[src/rtl/calc_mc.sv]
// Multi-cycle unsigned calculator: add/sub/mul/min/max in one cycle, iterative div/mod,
// error flag for divide-by-zero and reserved opcode, valid/stall handshake on both sides.
module calc_mc #(
    parameter int unsigned WIDTH = 8
) (
    input  logic               clk,
    input  logic               rstn,
    input  logic [WIDTH-1:0]   inpA,
    input  logic [WIDTH-1:0]   inpB,
    input  logic [2:0]         inpOpType,
    input  logic               iValid,
    output logic               iStall,
    output logic [2*WIDTH-1:0] outC,
    output logic               oErr,
    output logic               oValid,
    input  logic               oStall
);

    localparam int unsigned W2    = 2 * WIDTH;
    localparam int unsigned CNT_W = $clog2(WIDTH + 1);

    localparam logic [2:0] OP_ADD = 3'b000;
    localparam logic [2:0] OP_SUB = 3'b001;
    localparam logic [2:0] OP_MUL = 3'b010;
    localparam logic [2:0] OP_DIV = 3'b011;
    localparam logic [2:0] OP_MOD = 3'b100;
    localparam logic [2:0] OP_MIN = 3'b101;
    localparam logic [2:0] OP_MAX = 3'b110;

    typedef enum logic [1:0] {
        IDLE = 2'd0,
        DIV  = 2'd1,
        DONE = 2'd2
    } state_t;

    state_t             state_q, state_n;
    logic [W2-1:0]      out_q, out_n;
    logic               err_q, err_n;
    logic [WIDTH-1:0]   quo_q, quo_n;
    logic [WIDTH-1:0]   rem_q, rem_n;
    logic [WIDTH-1:0]   dvs_q, dvs_n;
    logic [CNT_W-1:0]   cnt_q, cnt_n;
    logic               mod_q, mod_n;

    logic [W2-1:0]      sc_res;
    logic               sc_err;
    logic               div_start;
    logic               take;
    logic [WIDTH:0]     trial;
    logic               trial_ge;
    logic [WIDTH-1:0]   rem_step;
    logic [WIDTH-1:0]   quo_step;

    assign iStall = (state_q == DIV) || ((state_q == DONE) && oStall);
    assign take   = iValid && !iStall;
    assign outC   = out_q;
    assign oErr   = err_q;
    assign oValid = (state_q == DONE);

    // Single-cycle result; anything not listed (reserved, div/mod by zero) is an error
    always_comb begin
        sc_res = '0;
        sc_err = 1'b0;
        case (inpOpType)
            OP_ADD:  sc_res = W2'(inpA) + W2'(inpB);
            OP_SUB:  sc_res = W2'(inpA) - W2'(inpB);
            OP_MUL:  sc_res = W2'(inpA) * W2'(inpB);
            OP_MIN:  sc_res = W2'((inpA < inpB) ? inpA : inpB);
            OP_MAX:  sc_res = W2'((inpA > inpB) ? inpA : inpB);
            default: sc_err = 1'b1;
        endcase
    end

    assign div_start = ((inpOpType == OP_DIV) || (inpOpType == OP_MOD)) && (inpB != '0);

    // One restoring shift-subtract step: bring down the next dividend bit
    assign trial    = {rem_q, quo_q[WIDTH-1]};
    assign trial_ge = (trial >= {1'b0, dvs_q});
    assign rem_step = trial_ge ? WIDTH'(trial - {1'b0, dvs_q}) : trial[WIDTH-1:0];
    assign quo_step = {quo_q[WIDTH-2:0], trial_ge};

    always_comb begin
        state_n = state_q;
        out_n   = out_q;
        err_n   = err_q;
        quo_n   = quo_q;
        rem_n   = rem_q;
        dvs_n   = dvs_q;
        cnt_n   = cnt_q;
        mod_n   = mod_q;

        case (state_q)
            DIV: begin
                quo_n = quo_step;
                rem_n = rem_step;
                cnt_n = cnt_q - CNT_W'(1);
                if (cnt_q == CNT_W'(1)) begin
                    out_n   = mod_q ? W2'(rem_step) : W2'(quo_step);
                    err_n   = 1'b0;
                    state_n = DONE;
                end
            end
            DONE: begin
                if (!oStall) state_n = IDLE;
            end
            default: ;
        endcase

        // Accept overrides the consume-to-IDLE path so results can stream back to back
        if (take) begin
            if (div_start) begin
                quo_n   = inpA;
                rem_n   = '0;
                dvs_n   = inpB;
                cnt_n   = CNT_W'(WIDTH);
                mod_n   = (inpOpType == OP_MOD);
                state_n = DIV;
            end else begin
                out_n   = sc_res;
                err_n   = sc_err;
                state_n = DONE;
            end
        end
    end

    always_ff @(posedge clk or negedge rstn) begin
        if (!rstn) begin
            state_q <= IDLE;
            out_q   <= '0;
            err_q   <= 1'b0;
            quo_q   <= '0;
            rem_q   <= '0;
            dvs_q   <= '0;
            cnt_q   <= '0;
            mod_q   <= 1'b0;
        end else begin
            state_q <= state_n;
            out_q   <= out_n;
            err_q   <= err_n;
            quo_q   <= quo_n;
            rem_q   <= rem_n;
            dvs_q   <= dvs_n;
            cnt_q   <= cnt_n;
            mod_q   <= mod_n;
        end
    end

endmodule

[config.mk]
export PLATFORM = sky130hd
export DESIGN_NAME = calc_mc
export DESIGN_NICKNAME = d
export VERILOG_FILES = /design/src/rtl/calc_mc.sv
export SDC_FILE = /design/constraint.sdc
export NUM_CORES = 1
export LEC_CHECK = 0
export BUFFER_PORTS_ARGS = -buffer_cell sky130_fd_sc_hd__buf_2
export CAP_MARGIN = 20
export CORE_MARGIN = 2
export CORE_UTILIZATION = 52
export DETAILED_ROUTE_END_ITERATION = 7
export GPL_ROUTABILITY_DRIVEN = 1
export GPL_TIMING_DRIVEN = 0
export PLACE_DENSITY_LB_ADDON = 0.08
export REMOVE_ABC_BUFFERS = 1
export SLEW_MARGIN = 15
export SYNTH_ARGS = -nofsm -noshare
export SYNTH_HDL_FRONTEND = slang
export SYNTH_SLANG_ARGS = --single-unit
[constraint.sdc]
create_clock -name clk -period 2.6 [get_ports clk]
set_clock_uncertainty 0.15 [all_clocks]
set_input_delay 0.52 -clock clk [delete_from_list [all_inputs] [get_ports clk]]
set_output_delay 0.52 -clock clk [all_outputs]
set_load 0.02 [all_outputs]
==> results, run 1 <==
- The horizontal die dimension is 110.7 um.
- The count of fill cells added during filler insertion is 894.
- The switching power total is 3.237 mW.
- The checks that failed: setup timing.
- The number of antenna violations at the first check in global routing is 0.
- The critical path is of the input pin to register type.
- The later-pin clock latency in the skew report is 0.30 ns.
- In this run the critical register-to-register path is launched from state_q[1].
- TritonCTS built the clock tree.
- The ratio of total power to cell area is 952.2 nW/um^2.
- The cell area after layout is 7229 um^2.
- The critical path data required time is 2.63 ns.
- The pin count of the biggest net entering global routing is 49.
- 0 antenna diodes ended up in the layout.
- Of the total power, the share spent switching nets is 47.03%.
- The total overflow left after global routing is 0.
- Of the total synthesized cell area, the portion taken by full adders, half adders and majority gates is 27.16%.
- The synthesized netlist devotes between 10% and 20% of its cell area to compound gates.
- The post-placement cell area is 6192 um^2.
- The async set-or-reset flop fraction in the synthesized netlist is 100.0%.
- CTS saw between 40 and 50 sinks.
- The highest net fanout along the worst path is 12.
- The standard cell core area is 10980 um^2.
- The count of final hold-check violations is 0.
- The routed length per placed instance is 19.57 um.
- The number of enable flip-flop cells after synthesis is 0.
- Of the total synthesized cell area, the portion taken by XOR and XNOR cells is 2.666%.
- The most used flip-flop cell after synthesis is dfrtp_1.
- The share of total power dissipated in sequential elements is about a fifth.
- At the pin with the least slew margin, the transition time is about 0.94 ns.
- At the end of routability-driven placement, the weighted congestion stood at 0.9294.
- The proportion of power drawn by the clock network is 10.9%.
- The TritonCTS buffer count is 5.
- The initial core utilization is between 50% and 60%.
- Across the whole layout, storage elements account for 1202 um^2.
- The mean area per synthesized cell is 8.461 um^2.
- The die covers 12240 um^2.
- Summing every instance area after synthesis gives 5914 um^2.
- The first-pass GRT wire length is between 20 and 30 mm.
- During synthesis, Yosys emitted a total of 0 warnings.
- The worst path setup slack after routing is -1.538 ns.
- The synthesis-stage register bit count is 48.
- Setup repair after global routing could not meet its margin everywhere.
- From bottom edge to top edge, the die measures 110.7 um.
- The share of cell area taken by muxes after synthesis is 5.183%.
- The dominant combinational cell family by area after synthesis is adder cells.
- The cell chosen for the clock root is clkbuf_16.
- The max-slew violation count is 0.
- The relative slew slack is around 37%.
- The area of the multi-input gates is roughly 4800 um^2.
- The half-perimeter wire length after detailed placement is 12.13 mm.
- For this run, the detailed router's first-pass iteration total came to 6.
- The final net count is around 860.
- Measured in cells, the most critical reg-to-reg path has a length of 7.
- The capturing element type of the critical path is a register.
- For flop-to-flop paths, the worst setup slack is roughly 0.050 ns.
- The part of the power in combinational logic is slightly below 70%.
- The maximum clock frequency is ~240 MHz.
- Of the total synthesized cell area, the portion taken by AND, OR, NAND and NOR gates is 17.88%.
- The clock transition at the registers of the reported paths is ~0.070 ns.
- In this run the tool buffered the top-level ports with 41 buffer cells.
- STA puts the critical path data arrival time at 4.16 ns.
- The number of vias per cell is about 6.0.
- The global router's overall resource usage is 28.24%.
- The DRC violations left is 0.
- The number of H-tree levels is 2.
- The deepest clock path buffer count is 2.
- Cells with a size suffix above 1 make up about a quarter of the layout.
- The layout-stage area growth over the synthesis result is 22.23%.
- The number of global-route vias before repair is 5385.
- The worst hold path belongs to the class input pin to asynchronous set/reset pin.
- The run finished, with violations left.
- Cell internal power was estimated by the tool at 3.647 mW.
- At the placement stage, the worst setup path has a slack of -2.495 ns.
- The number of routed nets with antenna violations is 0.
- IR analysis of the VDD net gives a maximum drop of between 0.0008 and 0.0009 V.
- Counting distinct cell types in the post-synthesis netlist gives 67.
- The smallest clock period supported by the final layout is computed as just over 4 ns.
- The worst setup path is launched from an input pin.
- The endpoint identified for the worst register-to-register timing path is outC[10].
- The routed design has 17.11 mm of wire.
- Max-cap violations in this run came to 0.
- Setup violations remaining at the end of the flow were counted as 14.
- For this block, the initial DRC count from the detailed router was 434.
- The most critical setup path has its startpoint at inpA[6].
- The count of vias placed by the detailed router is 5274.
- The leakage power summed over all cells is 3.293 nW.
- Sequential cells were found to cover 20.31% of the synthesized design area.
- The capture point of the critical path is outC[13].
- The floorplan has 38 rows.
- The cell count after synthesis is 699.
- The share of the clock period used by the worst path after layout is 159.1%.
- The number of top-level pins is 42.
==> worst max-delay path: stages <==
cell,delay (ns)
buf_6,0.13
and2_4,0.16
fa_1,0.57
fa_1,0.47
fa_1,0.50
inv_1,0.05
fa_1,0.49
inv_2,0.05
ha_4,0.24
nand4_1,0.14
nand4_1,0.15
a31o_1,0.26
a21oi_2,0.15
xor2_1,0.20
o21ai_1,0.08
==> Yosys cell counts, drive strengths merged (2+ instances only) <==
| master | number | share of area, % |
|---|---|---|
| nand3 | 18 | 1.6 |
| a21o | 5 | 0.63 |
| nand2b | 8 | 0.85 |
| a22oi | 9 | 1.1 |
| mux2 | 5 | 0.95 |
| nor4 | 5 | 0.63 |
| a21oi | 44 | 3.7 |
| a31o | 2 | 0.30 |
| a2111o | 3 | 0.57 |
| nand3b | 3 | 0.38 |
| and2 | 40 | 4.2 |
| o32ai | 2 | 0.42 |
| nor2 | 43 | 2.8 |
| o31ai | 2 | 0.25 |
| o211ai | 4 | 0.51 |
| o21a | 4 | 0.51 |
| o21bai | 2 | 0.25 |
| dfrtp | 48 | 20 |
| o221ai | 8 | 1.3 |
| nand4 | 3 | 0.32 |
| o21ai | 41 | 3.5 |
| o32a | 2 | 0.34 |
| inv | 83 | 5.3 |
| mux2i | 25 | 4.2 |
| and3 | 5 | 0.53 |
| clkbuf | 24 | 1.5 |
| fa | 39 | 13 |
| a221o | 3 | 0.51 |
| o2111ai | 2 | 0.30 |
| xnor2 | 11 | 1.6 |
| a22o | 2 | 0.30 |
| a211oi | 9 | 1.1 |
| nand2 | 62 | 3.9 |
| nor3 | 10 | 0.85 |
| nor2b | 13 | 1.4 |
| buf | 13 | 1.2 |
| o221a | 3 | 0.57 |
| ha | 66 | 14 |
| a221oi | 2 | 0.30 |
| a21boi | 5 | 0.63 |
| xor2 | 7 | 1.0 |
==> state kept, by name (all words and copies together), names as in the netlist <==
register,cells
cnt_q,4
quo_q,8
state_q,2
dvs_q,8
mod_q,1
rem_q,8
outC,16
oErr,1
==> repair_timing <==
action	CTS	global route
setup buffers	17	2
gates cloned	1	0
pin swaps	61	36
endpoints found under the setup margin	25	24
hold buffers	0	0
resized for setup	135	36
==> metal layers <==
metal / up-vias / wire, um / global-route usage (%)
li1: 2468 / - / -
met1: 2622 / 7947 / 40.02
met2: 152 / 7748 / 43.48
met3: 32 / 1025 / 6.288
met4: 0 / 386 / 8.167
met5: - / 0 / 0
==> logic make-up (layout without fill, tap and decap cells) <==
family | count (synthesis) | after routing
buf+inv | 121 | 155
simple gates | 213 | 213
mux | 30 | 30
fa+ha+maj | 105 | 105
compound gates | 164 | 165
xor+xnor | 18 | 18
flops | 48 | 48
==> through the flow <==
stage	util, %	power [mW]	hold slack [ns]	cells	setup TNS (ns)
4_1_cts	64.13	6.478	0.3216	872	-15.48
3_5_place_dp	56.38	5.078	0.3375	846	-31.86
6_report	65.82	6.884	0.08475	874	-15.81
5_1_grt	65.82	7.449	0.1390	874	-17.39
3_3_place_gp	55.83	4.940	0.3363	843	-78.39
2_1_floorplan	-	4.075	0.07441	662	-34.45
==> worst min path at each step <==
stage	from	to	slack [ns]
after floorplan	rstn	cnt_q[0]	0.07
after global placement	outC[12]	outC[12]	0.34
after detailed placement	outC[12]	outC[12]	0.34
after CTS	rstn	cnt_q[0]	0.32
after global routing	rstn	cnt_q[0]	0.14
final	rstn	cnt_q[0]	0.08
==> final cells by class <==
cell class,instances,share of cell area [%]
clock inverters,2,0.4846
inverters,84,4.534
clock buffers,6,1.783
repair buffers,63,8.238
flip-flops and latches,48,16.63
well taps,140,2.423
multi-input cells,531,65.91
==> power groups by stage <==
stage / Combinational (mW) / Clock [mW] / Sequential, mW
after floorplan: 2.69 / 0 / 1.39
after global placement: 3.62 / 0 / 1.32
after detailed placement: 3.74 / 0 / 1.34
after CTS: 4.39 / 0.752 / 1.34
after global routing: 5.26 / 0.787 / 1.40
final: 4.77 / 0.747 / 1.36
==> cell usage in the layout, fill, tap and decap left out, drive strengths merged, types with 6 or more instances in the layout <==
| cell type | count |
|---|---|
| inv | 83 |
| o21ai | 41 |
| and2 | 40 |
| buf | 63 |
| xnor2 | 11 |
| a22oi | 9 |
| ha | 66 |
| nor2 | 43 |
| a211oi | 9 |
| nor3 | 10 |
| nor2b | 13 |
| mux2i | 25 |
| dfrtp | 48 |
| nand3 | 18 |
| nand2 | 62 |
| nand2b | 8 |
| fa | 39 |
| o221ai | 8 |
| a21oi | 44 |
| xor2 | 7 |
| clkbuf | 6 |
No activity file was read; power rests on OpenSTA's default activity.
==> inputs of run 2 (changes only) <==
Settings changed: BUFFER_PORTS_ARGS -buffer_cell sky130_fd_sc_hd__buf_2 to -buffer_cell sky130_fd_sc_hd__buf_4.
==> run 2 against run 1 <==
The flow still finishes with violations (setup timing). Clock power increased by 6.0%. Critical path depth did not move. Register-to-register slack lost 0.05 ns. Utilization up 2.0 points. First-iteration DRC count rose by 24%. Critical path type unchanged. Highest routed layer unchanged.
==> results, run 2 (synthesis results as in run 1) <==
- The worst path setup slack after routing is -1.500 ns.
- The sequential cells in the finished layout cover a total of 1201 um^2.
- The shortest clock period the worst path allows after layout is 4.100 ns.
- The initial core utilization is 53.85%.
- The total overflow left after global routing is 0.
- The worst IR drop on VDD is 0.0007626 V.
- Adding up every negative setup slack in the final design gives -15.96 ns.
- The flow ran to the end, but the final reports show violations.
- The register with the most flip-flops in the layout has 16 of them.
- The first-iteration detailed-routing DRC count is 537.
- Clock tree synthesis inserted a total of 5 buffers.
- The die is 110.7 um tall.
- The half-perimeter wire length after detailed placement is 12.23 mm.
- The startpoint type of the worst setup path is an input pin.
- The placement-stage worst setup slack is -2.396 ns.
- The DRC violations left is 0.
- The number of antenna violations at the first check in global routing came to 0.
- The later-pin clock latency in the skew report is 0.29 ns.
- The number of routed nets with antenna violations is 0.
- In this run the tightest slew margin relative to its limit is 39.23%.
- Entering global routing, the biggest net connects approximately 50 pins.
- The highest net fanout along the worst path is 9.
- The number of standard-cell rows in the floorplan is 38.
- TritonCTS built the clock tree.
- The number of sinks on the clock net is 48.
- The number of global-route vias before repair is 5314.
- The count of fill cells added during filler insertion is 870.
- The post-placement cell area is roughly 6300 um^2.
- The count of inserted antenna diode cells is 0.
- For met2 alone, demand over resource in global routing was 44.17%.
- Across all hold checks on the routed design, the worst slack comes to 0.08209 ns.
- The hold buffer count at CTS is 0.
- At the worst endpoint, the required time is 2.66 ns.
- The max-slew violation count came to 0.
- The first global-routing pass estimated about 28 mm of wire.
- The ratio of total power to cell area is 957.1 nW/um^2.
- The library cell used most frequently in the layout, excluding fill and tap cells, is inv_1.
- In the global route stage, met1 resource usage came out at 40.81%.
- For the pin with the worst max-slew slack, the measured transition is 0.9097 ns.
- The global routing stage identified its most utilized layer as met2.
- The area of the die is around 12000 um^2.
- Setup repair after global routing could not meet its margin everywhere.
- Using the TritonRoute via totals, the vias-per-cell ratio works out to roughly 6.1.
- After detailed routing, the average wire length per cell comes to 19.84 um.
- Setup violations remaining at the end of the flow were counted as 13.
- The final layout contains routed wiring with a total length of 17.64 mm.
- The share of the clock period used by the worst path after layout is 157.7%.
- Leaving out fill and tap cells, the most frequent cells in the layout are inv_1, nand2_1, buf_4, ha_1, dfrtp_1.
- In the final layout, the share of cells above drive strength 1 is around a quarter.
- Max-cap violations in this run came to 0.
- The clock tree synthesis step divided the H-tree into 2 levels.
- For this run, the number of standard cells in the final layout without fillers is 889.
- In this run the worst hold path is classified as input pin to asynchronous set/reset pin.
- The horizontal die dimension is 110.7 um.
- The count of final hold-check violations is 0.
- After the last flow step, the layout net total stands at 876.
- Compared with the post-synthesis result, the final layout area differs by 25.89%.
- The area of the multi-input gates is ~4800 um^2.
- The met3 track utilization from global routing is 4.538%.
- Summing internal, switching and leakage power gives 7.126 mW.
- The standard cell core area is 10980 um^2.
- Once placement completed, the tool counted placed cells totaling 846.
- Port buffering added 41 buffers.
- The number of top-level pins is 42.
- The cell area after layout is 7446 um^2.
- The checks that failed: setup timing.
- The number of search-and-repair iterations in the first detailed-routing pass is 5.
- Routability-driven placement finished with a final weighted congestion of 0.9369.
- STA classifies the critical path endpoint as a register.
- The count of vias placed by the detailed router is ~5400.
- The maximum clock frequency is between 200 and 250 MHz.
- STA puts the critical path data arrival time at 4.16 ns.
- Global routing used 28.09% of the available tracks.
- At the end of the flow the core is filled with cells to about two thirds.
- In this run the deepest clock path goes through 2 buffers.
- For this design the static power due to leakage is ~3.4 nW.
- The type of the worst setup path is input pin to register.
- CTS placed an instance of clkbuf_16 at the clock tree root.
- The clock transition at the registers of the reported paths is roughly 0.070 ns.
==> run 2: cell count changes in the layout (fill, tap and decap cells not counted), moves of 4 or more <==
cell   previous run  this run
buf_2            24         0
buf_4            20        55
buf_6             6        10
ha_2              5         1
inv_1            70        74
inv_2            13         8
==> run 2: final cells by class <==
| type | instances | area share (%) |
|---|---|---|
| clock inverter | 1 | 0.4033 |
| tap | 140 | 2.353 |
| clock buffer | 7 | 2.050 |
| inverter | 84 | 4.453 |
| timing repair buffer | 78 | 10.38 |
| sequential | 48 | 16.13 |
| multi-input combinational | 531 | 64.22 |
==> run 2: repair_timing <==
action	in CTS	in global routing
gates cloned	1	0
setup buffers	20	14
resized for setup	106	49
endpoints found under the setup margin	25	24
pin swaps	60	28
==> run 2: power breakdown <==
group,leakage [nW],total (mW),internal (mW),switching (mW)
Sequential,0.606,1.35,1.08,0.275
Combinational,2.71,4.98,2.27,2.71
Clock,0.0901,0.792,0.507,0.285
Total,3.40,7.13,3.85,3.27
==> run 2: per-layer routing <==
layer	routed length (um)	part of all wire (%)
met4	267	1.5
met1	7867	45
met3	1195	6.8
met2	8308	47
met5	0	0
==> run 2: worst paths after layout <==
path                          start        to  slack [ns]  depth (start not counted)
max                         inpB[3]  outC[14]       -1.50                         15
min                            rstn  cnt_q[2]        0.08                          1
max reg2reg                rem_q[2]   outC[1]           0                          9
min reg2reg                dvs_q[0]  dvs_q[0]        0.36                          1
max in group asynchronous      rstn  rem_q[2]        1.78                          1
min in group clk           dvs_q[0]  dvs_q[0]        0.36                          1
==> run 2: critical path: stages <==
cell,delay [ns]
buf_12,0.12
ha_4,0.19
fa_1,0.46
ha_1,0.32
inv_1,0.07
fa_1,0.49
fa_1,0.51
inv_2,0.05
ha_4,0.21
a21boi_4,0.14
o211ai_1,0.26
nand2_1,0.13
a41oi_2,0.20
mux2_4,0.33
o21ai_2,0.13
==> inputs of run 3 (changes only) <==
Settings changed: ABC_AREA set to 1, ABC_CLOCK_PERIOD_IN_PS set to 2600.
==> run 3 against run 2 <==
The run still ends with setup timing left. Worst hold slack worse by 0.0046 ns. Register-to-register slack gained 0.19 ns. Count of clock-buffer cells in the layout decreased by 2.
==> results, run 3 <==
- The flow ran to the end, but the final reports show violations.
- The checks that failed: setup timing.
- Compared with the post-synthesis result, the final layout area differs by 23.84%.
- For the pin with the worst max-slew slack, the measured transition is 1.037 ns.
- The met1 layer usage reported by global route is a little over a third.
- After Yosys synthesis, full adders, half adders and majority gates account for 25.75% of the synthesized area.
- STA puts the critical path data required time at ~2.6 ns.
- The number of antenna violations at the first check in global routing was 0.
- The placer congestion estimate is 0.9153.
- The analysis attributes to cell leakage a power of 4.303 nW.
- After the first detailed-routing iteration, the DRC count stood at roughly 380.
- The most common cell after layout, fill and taps aside is nand2_1.
- The total power draw is about 6.5 mW.
- The count of final hold-check violations is 0.
- Summed over all layers, the global routing overflow is 0.
- The later-pin clock latency in the skew report is 0.30 ns.
- Data arrives at the worst endpoint at 4.03 ns.
- Excluding fillers, the count of instances in the completed layout stands at 1128.
- Power spread over the standard cell area amounts to 842.6 nW/um^2.
- For this design the top-level I/O count stands at 42.
- The routed length per placed instance is 15.90 um.
- The share of the clock period used by the worst path after layout is 153.6%.
- The final net count is ~1100.
- Across the run, the number of max-cap violations was 0.
- The count of input and output buffers is between 40 and 50.
- The cell count after synthesis is 928.
- On the final layout, the worst hold slack is 0.07746 ns.
- The top cell types in the final layout, fill and taps aside, are nand2_1, inv_1, nand3_1, buf_4.
- The clock transition at the registers of the reported paths is 0.07 ns.
- The number of standard-cell rows in the floorplan is 40.
- The shortest clock period the worst path allows after layout is 3.993 ns.
- The cell chosen for the clock root is clkbuf_16.
- The horizontal die dimension is 113.5 um.
- By area the synthesized netlist is led by dfrtp_1, nand2_1, ha_1, fa_1, inv_1.
- The synthesized netlist devotes 10.81% of its cell area to compound gates.
- The clock net in this run drives a total of 48 sinks.
- The mean area per synthesized cell is 6.724 um^2.
- The async set-or-reset flop fraction in the synthesized netlist is between 90% and 100%.
- The global router's overall resource usage is 28.28%.
- The fraction of layout instances using a drive strength above 1 is ~22%.
- In the post-route analysis, the smallest setup slack over all paths is -1.393 ns.
- The core region is 11860 um^2.
- The worst setup path is launched from an input pin.
- TritonCTS built the clock tree.
- After synthesis the netlist holds a flip-flop and latch count of 48.
- The global routing met2 resource utilization is 52.30%.
- The synthesized design contains 0 enable-type register cells.
- The dominant combinational cell family by area after synthesis is simple AND/OR/NAND/NOR gates.
- Summing the areas of all xor and xnor instances in the mapped netlist gives 1.404% of the synthesized area.
- For this run, the detailed router's first-pass iteration total came to 5.
- The total negative setup slack is -14.99 ns.
- In this run the tightest slew margin relative to its limit is between 30% and 40%.
- The number of global-route vias before repair was 6091.
- After filler insertion, the fill cell instance count of the layout stands at 1060.
- The netlist uses 36 different library cells.
- Measured along the y axis, the die boundary spans ~110 um.
- Counting instances in the post-synthesis netlist gives the leading cell types as nand2_1, inv_1, nand3_1.
- After detailed routing, the total wire length is 17.94 mm.
- Setup repair after global routing could not meet its margin everywhere.
- The flip-flop count of the largest register, all copies and words added is 16.
- The area of the die is around 13000 um^2.
- In the global route stage, met3 resource usage came out at 1.913%.
- The TritonCTS buffer count is 5.
- The DRC violations left is 0.
- The count of final setup violators is 13.
- By startpoint and endpoint, the worst setup path is classified as input pin to register.
- The cell with the most instances after synthesis is nand2_1.
- The number of vias per cell is 5.405.
- The fraction of the yosys area taken by sequential cells is around a fifth.
- Entering global routing, the biggest net connects 49 pins.
- Once detailed placement completed, the half-perimeter wirelength came to approximately 13 mm.
- The capturing element type of the critical path is a register.
- Summing over every cut layer, the via total after detailed routing is 6097.
- The worst IR drop on VDD is 0.0004016 V.
- The H-tree generated during clock tree synthesis spans 2 levels.
- The count of inserted antenna diode cells is 0.
- The share of synthesized area in the top cell type comes to 19.25%.
- The total of warnings raised by yosys is 0.
- The share of cell area taken by muxes after synthesis is 0%.
- The first-pass GRT wire length is 29.06 mm.
- The maximum clock frequency is about 250 MHz.
- The number of instances in the placed design is 1082.
- The most used flip-flop cell after synthesis is dfrtp_1.
- For this configuration, the core starts out at a cell density of a little over half.
- The max-slew violation count came to 0.
- The leading area contributor after synthesis is dfrtp_1.
- The clock passes through at most 2 buffers.
- met2 is the most crowded layer.
- After Yosys synthesis, and, or, nand and nor cells account for between 20% and 30% of the synthesized area.
- Along the worst path, the maximum fanout reaches 7.
- The netlist area before placement is about 6200 um^2.
- The number of routed nets with antenna violations is 0.
- The tightest min-delay check is of the input pin to asynchronous set/reset pin type.
- The number of hold buffers added after CTS was 0.
- Before CTS, the worst setup slack after placement is -2.312 ns.
-- run 3: changes by cell type in the layout (fill, tap and decap cells not counted), sizes merged, moves of 8 or more --
cell    before  now
nor2        43   54
inv         82  185
nand3       18   79
a22oi        9    0
nand4        3   14
a211oi       9    1
mux2i       25    0
nand2       62  267
nor2b       13    0
and2        40    0
o221ai       8    0
-- run 3: area by class of cell --
class                   instances  area [um^2]  share of cell area (%)
multi-input cells             663         4676                   60.51
flip-flops and latches         48         1201                   15.54
repair buffers                 77        794.5                   10.28
inverters                     185        699.4                   9.051
well taps                     147        183.9                   2.380
clock buffers                   5        125.1                   1.619
clock inverters                 3        47.55                  0.6153
-- run 3: logic make-up after synthesis --
kind of cell / Yosys count
buffers and inverters: 219
flip-flops: 48
AO/OA/AOI/OAI: 122
AND/OR/NAND/NOR: 424
adder cells (fa/ha/maj): 105
XOR/XNOR: 10
-- run 3: power breakdown --
group	leakage (nW)	total (mW)	internal (mW)	switching, mW
clock	0.0840	0.766	0.458	0.309
combinational	3.61	4.50	1.84	2.65
sequential	0.607	1.25	1.04	0.208
-- run 3: per-layer routing --
metal	share of wire (%)	vias to the layer above	wire length, um
li1	-	3014	-
met2	52	115	9251
met5	0	-	0
met4	1.8	0	328
met1	44	2943	7937
met3	2.3	25	421
-- run 3: per-stage QoR --
stage / instance area (um^2) / util (%)
3_3_place_gp: 6560 / 55.31
5_1_grt: 7727 / 65.15
6_report: 7727 / 65.15
3_5_place_dp: 6563 / 55.33
4_1_cts: 7406 / 62.44
2_1_floorplan: 6068 / -
-- run 3: path summary, 6_finish.rpt --
path                                from       end  slack [ns]  depth (start not counted)
max in group asynchronous           rstn  outC[13]        1.81                          1
worst max-delay path             inpB[4]  outC[13]       -1.39                         19
worst min-delay path                rstn  rem_q[5]        0.08                          1
worst min register to register  dvs_q[0]  dvs_q[0]        0.35                          2
min in group clk                 inpB[7]  dvs_q[7]        0.34                          3
worst max register to register  rem_q[1]   outC[7]        0.19                         11
-- run 3: timing repair --
item                                    CTS  global route
pin swaps                                54            42
gates resized for setup                 135            62
endpoints found under the setup margin   46            38
cloned                                    1             1
setup buffers                            21            15
-- run 3: worst max-delay path, cell delays in order --
cell and delay, ns:
buf_12 0.12, ha_4 0.16, fa_1 0.53, fa_2 0.46, fa_1 0.49, inv_1 0.05
fa_1 0.48, inv_2 0.04, ha_4 0.29, inv_4 0.04, o21ai_4 0.14, nand2_2 0.09
nand3_4 0.12, a21oi_2 0.07, nand2b_4 0.14, nand3_1 0.07, nand2_1 0.07, nand2_1 0.09
nand2_1 0.05
